$ cat src/rtl/rf_scoreboard.sv
// rf_scoreboard: issue-side hazard tracker for the 16x16 register file.
// Keeps one outstanding-writer counter per architectural register, stalls
// issue on in-flight sources or saturated destinations, flags writebacks to
// idle registers and counts stalled issue cycles.
module rf_scoreboard #(
    parameter int unsigned CNT_W = 2
) (
    input  logic        clk,
    input  logic        rst,
    input  logic        iss_vld,
    input  logic [3:0]  iss_src0,
    input  logic        iss_src0_vld,
    input  logic [3:0]  iss_src1,
    input  logic        iss_src1_vld,
    input  logic [3:0]  iss_dst,
    input  logic        iss_dst_vld,
    output logic        iss_stall,
    input  logic        wb_we,
    input  logic [3:0]  wb_addr,
    output logic [15:0] busy_vec,
    output logic        wb_err,
    output logic [15:0] stall_cnt
);

    localparam int unsigned NREG   = 16;
    localparam int unsigned SCNT_W = 16;
    localparam logic [CNT_W-1:0]  CNT_MAX  = '1;
    localparam logic [CNT_W-1:0]  CNT_ONE  = CNT_W'(1);
    localparam logic [SCNT_W-1:0] SCNT_MAX = '1;

    logic [CNT_W-1:0]  cnt_q [NREG];
    logic [CNT_W-1:0]  cnt_d [NREG];
    logic              wb_err_q, wb_err_d;
    logic [SCNT_W-1:0] stall_cnt_q, stall_cnt_d;

    logic [NREG-1:0]   wb_hit;
    logic              src0_haz, src1_haz, dst_haz;
    logic              accept;

    // One-hot decode of a writeback that retires a tracked register.
    always_comb begin
        wb_hit = '0;
        if (wb_we && (wb_addr != 4'd0)) begin
            wb_hit[wb_addr] = 1'b1;
        end
    end

    // Hazard detection; the last in-flight writer landing this cycle is forwarded by the RF.
    always_comb begin
        src0_haz = iss_src0_vld && (iss_src0 != 4'd0) && (cnt_q[iss_src0] != '0)
                   && !((cnt_q[iss_src0] == CNT_ONE) && wb_hit[iss_src0]);
        src1_haz = iss_src1_vld && (iss_src1 != 4'd0) && (cnt_q[iss_src1] != '0)
                   && !((cnt_q[iss_src1] == CNT_ONE) && wb_hit[iss_src1]);
        dst_haz  = iss_dst_vld && (iss_dst != 4'd0) && (cnt_q[iss_dst] == CNT_MAX)
                   && !wb_hit[iss_dst];
        iss_stall = iss_vld && (src0_haz || src1_haz || dst_haz);
        accept    = iss_vld && !iss_stall;
    end

    // Per-register counter update; register 0 is never tracked.
    always_comb begin
        logic inc;
        logic dec;
        cnt_d[0] = '0;
        for (int unsigned r = 1; r < NREG; r++) begin
            inc      = accept && iss_dst_vld && (iss_dst == 4'(r));
            dec      = wb_hit[r] && (cnt_q[r] != '0);
            cnt_d[r] = cnt_q[r];
            if (inc && !dec) begin
                cnt_d[r] = cnt_q[r] + CNT_ONE;
            end else if (dec && !inc) begin
                cnt_d[r] = cnt_q[r] - CNT_ONE;
            end
        end
    end

    // Sticky illegal-writeback flag and saturating stall statistic.
    always_comb begin
        wb_err_d = wb_err_q;
        if (wb_we && (wb_addr != 4'd0) && (cnt_q[wb_addr] == '0)) begin
            wb_err_d = 1'b1;
        end
        stall_cnt_d = stall_cnt_q;
        if (iss_stall && (stall_cnt_q != SCNT_MAX)) begin
            stall_cnt_d = stall_cnt_q + SCNT_W'(1);
        end
    end

    // State registers.
    always_ff @(posedge clk or posedge rst) begin
        if (rst) begin
            for (int unsigned r = 0; r < NREG; r++) begin
                cnt_q[r] <= '0;
            end
            wb_err_q    <= 1'b0;
            stall_cnt_q <= '0;
        end else begin
            for (int unsigned r = 0; r < NREG; r++) begin
                cnt_q[r] <= cnt_d[r];
            end
            wb_err_q    <= wb_err_d;
            stall_cnt_q <= stall_cnt_d;
        end
    end

    // Busy view derived purely from the counter flops.
    always_comb begin
        for (int unsigned r = 0; r < NREG; r++) begin
            busy_vec[r] = (cnt_q[r] != '0);
        end
    end

    assign wb_err    = wb_err_q;
    assign stall_cnt = stall_cnt_q;

endmodule

$ cat config.mk
export PLATFORM = sky130hd
export DESIGN_NAME = rf_scoreboard
export DESIGN_NICKNAME = d
export VERILOG_FILES = /design/src/rtl/rf_scoreboard.sv
export SDC_FILE = /design/constraint.sdc
export NUM_CORES = 1
export LEC_CHECK = 0
export BUFFER_PORTS_ARGS = -buffer_cell sky130_fd_sc_hd__buf_2
export CELL_PAD_IN_SITES_DETAIL_PLACEMENT = 2
export CELL_PAD_IN_SITES_GLOBAL_PLACEMENT = 2
export CORE_MARGIN = 5
export CORE_UTILIZATION = 39
export DETAILED_ROUTE_END_ITERATION = 12
export GPL_ROUTABILITY_DRIVEN = 0
export GPL_TIMING_DRIVEN = 0
export MAX_ROUTING_LAYER = met4
export PLACE_DENSITY_LB_ADDON = 0.3
export RECOVER_POWER = 100
export SYNTH_ARGS = -nofsm -noshare
export SYNTH_HDL_FRONTEND = slang
export SYNTH_SLANG_ARGS = --single-unit
$ cat constraint.sdc
create_clock -name clk -period 6.5 [get_ports clk]
set_input_delay 1.3 -clock clk [delete_from_list [all_inputs] [get_ports clk]]
set_output_delay 1.3 -clock clk [all_outputs]
set_load 0.05 [all_outputs]
Yosys cells after proc, flatten, opt, wreduce, memory -nomap -nowiden
Index checks and enable logic that the tools add are counted.
{"block": "op_classes", "n_addsub": 31, "order_cmp": 9, "n_eq_ne": 19, "n_mux": 51, "n_bitwise": 4, "n_reduce_logical": 151}
{"cell": "1-bit logical AND", "count": 78}
{"cell": "2-bit 2-to-1 mux", "count": 38}
{"cell": "2-bit nonzero test", "count": 32}
{"cell": "1-bit logical NOT", "count": 34}
{"cell": "2-bit binary-select mux with 4-bit select", "count": 4}
{"cell": "4-bit == test (second input constant)", "count": 8}
{"cell": "2-bit by 1-bit adder with 2-bit output (second input constant)", "count": 15}
{"cell": "2-bit by 1-bit subtractor with 2-bit output (second input constant)", "count": 15}
{"cell": "5-bit >= comparator (second input constant)", "count": 4}
{"cell": "4-bit by 5-bit < comparator with 1-bit output (second input constant)", "count": 4}
{"cell": "4-bit NOT with 5-bit output", "count": 4}
{"cell": "16-bit by 1-bit adder with 16-bit output (second input constant)", "count": 1}
{"cell": "4-bit by 3-bit == test with 1-bit output (second input constant)", "count": 4}
{"cell": "16-bit 2-to-1 mux", "count": 1}
{"cell": "16-bit inequality test (second input constant)", "count": 1}
{"cell": "4-bit nonzero test", "count": 4}
{"cell": "1-bit binary-select mux with 4-bit select", "count": 3}
{"cell": "4-bit by 2-bit == test with 1-bit output (second input constant)", "count": 2}
{"cell": "1-bit demux with 4-bit select", "count": 1}
{"cell": "2-bit by 1-bit == test with 1-bit output (second input constant)", "count": 2}
{"cell": "4-bit by 1-bit == test with 1-bit output (second input constant)", "count": 1}
{"cell": "4-bit by 1-bit >= comparator with 1-bit output (second input constant)", "count": 1}
{"cell": "1-bit 2-to-1 mux", "count": 4}
{"cell": "2-bit == test (second input constant)", "count": 1}
{"cell": "other kinds (2)", "count": 3}
{"block": "word_totals", "register_bits": 47, "input_bits": 23, "out_inout_bits": 34, "word_cells": 282}

Logic depth before layout (Yosys ltp)
{"block": "depth", "depth_word": 21, "mapped_depth": 15}

Worst setup path before layout
No wires, ideal clock.
{"block": "synth_timing", "kind": "input to output", "from": "input iss_dst[0]", "to": "output iss_stall", "arrival_time_ps": 3247, "t_required_ps": 5200, "setup_slack_ps": 1953, "stages": 7, "path_buffers": 2, "cell_sequence": "clkbuf_1 mux4_2 a2111oi_0 nand4_1 nand4_2 buf_2 and2_1"}
{"block": "synth_between", "elab_chain_cells": 9, "word_cells_on_any_way": 14}
{"item": "from (decl)", "line_no": "15", "text": "input logic [3:0] iss_dst,"}
{"item": "4-bit NOT with 5-bit output (implied by the code)", "line_no": "54", "text": "dst_haz = iss_dst_vld && (iss_dst != 4'd0) && (cnt_q[iss_dst] == CNT_MAX)"}
{"item": "2-bit binary-select mux with 4-bit select", "line_no": "54"}
{"item": "2-bit 2-to-1 mux (implied by the code) (2 in series)", "line_no": "54"}
{"item": "2-bit == test", "line_no": "54"}
{"item": "1-bit logical AND", "line_no": "54"}
{"item": "1-bit logical AND *", "line_no": "55", "text": "&& !wb_hit[iss_dst];"}
{"item": "1-bit logical OR *", "line_no": "56", "text": "iss_stall = iss_vld && (src0_haz || src1_haz || dst_haz);"}
{"item": "1-bit logical AND *", "line_no": "56"}
{"item": "to (decl)", "line_no": "17", "text": "output logic iss_stall,"}
Mark *: on every way between the ends. The rest lies on a longest branch, timed or not. The select of a mux whose other input is x is not followed.

Worst setup path in the final report
Same ends and word-level chain as after synthesis.

==> results.txt <==
Fin. Hold Viols = 0
WL/cell = 22.7 µm
Clock sinks = 47
Hold path start = wb_err$_DFFE_PP0P_
CP peak stage delay = 0.68 ns
Crit-path slowest cell = a2111oi_0
Share of cells above drive strength 1 = 17.8%
Remaining DRCs = 0
RR Endpoint = cnt_q[25]$_DFFE_PP0P_
Crit-path cells = clkbuf_1 -> clkbuf_1 -> mux4_2 -> a2111oi_0 -> nand4_1 -> nand4_1 -> buf_2 -> and2_1 -> buf_2
Failing checks = capacitance limit, slew limit
RSZ-0062 raised after global routing = false
Max-cap violation count = 1
Post-Syn Nets = 436
Peak Freq = 0.171 GHz
Pwr dens = 401 nW/µm²
Diode count = 0
CTS buffer count = 5
P_leak = 1.79 nW
Drt total wl = 13.4 mm
Pin count of the biggest net entering global routing = 35
Worst setup SP type = input pin
Initial Util = 39.8%
CP Class = input pin to output pin
Postcts setup bufs = 0
Grt ovf = 0
CP Data Arrival Time = 4.54 ns
Via-to-Cell Ratio = 5.94
Total GRT Usage = 24.0%
HP Class = register to register
#FFs+latches synth = 47
Outcome = finished, violations left
Die Y = 110 µm
Clock latency on the worst-skew pair = 0.32 ns
Crit-path max FO = 10
FF-to-FF setup slack = 2.18 ns
TNS Setup = 0 ns
Worst vdd ir = 0.242 mV
Tmin final = 5.84 ns
First-pass GRT wire length = 21.4 mm
Synthesized area per cell = 9.80 µm²
Fraction of registers with async set/reset = 100%
CTS root buf = clkbuf_8
Layout Skew = 0.00895 ns
Initial antenna violation count = 0
Min-Delay Path Depth = 1
Hold Buf Count CTS = 0
Layout Cells excl Fill = 589
Bufs on Longest Clock Path = 2
Gate Count Post-Synth = 397
Fin crit share = 89.8%
Sequential area share after synthesis = 30.2%
Setup-failing EPs final = 0
CTS resizes = 0
Fillers = 1,079
Required time worst endpoint = 5.20 ns
Chip width = 110 µm
Top FF cell, synth = dfrtp_1
Vias = 3,501
Port-buffer cells = 50
Worst Tran Pin Value = 1.88 ns
Ys Warns = 0
Final #Nets = 494
Detailed Place HPWL = 10.5 mm
DP Cell Count = 581
Worst slew margin = -25.1%
Max Transition Viols Final = 35
Hold Path Sink = wb_err$_DFFE_PP0P_
Worst R2R Path Depth = 12
CTS clk-pin slew, worst paths = 0.09 ns
Initial DRC Count = 264
Row Count = 36
H-tree lvl count = 2
TritonRoute pass-1 iters = 4
Post-synth EDFFs = 0
Full die area = 12,100 µm²
Area growth syn-to-layout = 10.9%
Critical register-to-register path startpoint = cnt_q[12]$_DFFE_PP0P_
Setup crit end kind = output pin
Cell variety after synth = 57
CTS tree = built
DRT antenna net count = 0
CORE AREA = 9770 µm²
Io pins = 57
Vias in the first global route = 3,838
Post-synthesis cell area = 3890 µm²
area by class of cell:
type	instances	area (µm²)	share of cell area, %
clock inverter	3	47.5	1.10
inverter	6	22.5	0.522
buffer	23	123	2.84
tap	133	166	3.86
multi-input combinational	321	2500	57.9
clock buffer	5	68.8	1.59
timing repair buffer	51	213	4.93
sequential	47	1180	27.2
sequential cells by signal (all words and copies together) (netlist names):
name / count
cnt_q: 30
stall_cnt: 16
wb_err: 1
cell usage after synthesis, types with 2 or more instances:
cell type	instances	share of area, %
a2111oi_0	2	0.45
a21oi_1	5	0.64
a22oi_1	3	0.58
a31oi_1	2	0.32
and2_1	3	0.48
and3_1	6	0.96
and3b_1	4	0.90
and4_1	2	0.45
buf_1	2	0.19
buf_2	8	1.0
buf_4	3	0.58
buf_6	4	1.2
clkbuf_1	6	0.58
dfrtp_1	47	30
ha_1	16	5.1
inv_1	6	0.58
mux2_2	8	2.3
mux2i_1	6	1.5
mux4_1	2	1.4
mux4_2	15	8.7
nand2_1	27	2.6
nand2b_1	6	0.96
nand3_1	24	3.1
nand3b_1	3	0.58
nand4_1	15	2.4
nor2_1	30	2.9
nor2b_1	4	0.64
nor3_1	4	0.51
nor3_2	10	2.6
nor4_1	6	0.96
o21ai_0	2	0.26
o311ai_0	3	0.68
o31ai_1	5	0.96
or2_1	3	0.48
or2_2	17	2.7
or3_1	2	0.32
or3b_2	2	0.45
xnor2_1	31	7.0
xor2_1	35	7.9
cell families after synthesis:
group                    synth area share (%)
XOR/XNOR                                 14.9
multiplexers                             13.9
AO/OA/AOI/OAI                            6.43
buffers and inverters                    4.11
other                                  0.0963
adder cells (fa/ha/maj)                  5.14
AND/OR/NAND/NOR                          25.3
flip-flops                               30.2
power breakdown:
part           leakage, nW  switching, mW  internal [mW]
clock               0.0587          0.118          0.117
sequential           0.588          0.199          0.401
combinational         1.14          0.581          0.319
total                 1.79          0.897          0.836
worst max-delay path by stage:
stage,start,end
5_1_grt,iss_dst[0],iss_stall
6_report,iss_dst[0],iss_stall
3_3_place_gp,iss_dst[0],iss_stall
2_1_floorplan,iss_dst[0],iss_stall
4_1_cts,iss_dst[0],iss_stall
3_5_place_dp,iss_dst[0],iss_stall
layout by cell type (no fill, tap or decap), types with 8 or more instances in the layout:
cell      netlist  routed
nand4_1        15      16
nor2_1         30      30
nor3_1          4      14
mux4_2         15      15
dfrtp_1        47      47
buf_2           8      25
nand3_1        24      24
nand2_1        27      27
clkbuf_1        6      43
mux2_2          8       8
ha_1           16      16
xor2_1         35      35
or2_2          17      17
xnor2_1        31      31
worst max-delay path: cells and delay by family:
family / cells / cell delay (ns)
multiplexers: 1 / 0.41
AO/OA/AOI/OAI: 1 / 0.68
buffers and inverters: 4 / 1.32
AND/OR/NAND/NOR: 3 / 0.81
through the flow:
step / total power, mW / util, % / area (µm²) / hold slack, ns / setup WS [ns]
2_1_floorplan: 1.24 / - / 3890 / 0.478 / 1.95
3_3_place_gp: 1.49 / 44.1 / 4310 / 0.449 / 0.998
3_5_place_dp: 1.53 / 44.3 / 4330 / 0.460 / 0.938
4_1_cts: 1.77 / 45.5 / 4450 / 0.483 / 0.912
5_1_grt: 1.83 / 44.2 / 4320 / 0.517 / 0.625
6_report: 1.73 / 44.2 / 4320 / 0.478 / 0.664
per-layer routing:
layer	global-route usage (%)	part of all wire [%]	up-vias
met5	-	0	-
met4	7.93	2.9	0
met3	3.93	5.1	36
met2	39.6	50	125
met1	30.1	42	1786
li1	-	-	1554
Power figures use the tool's default switching activity.
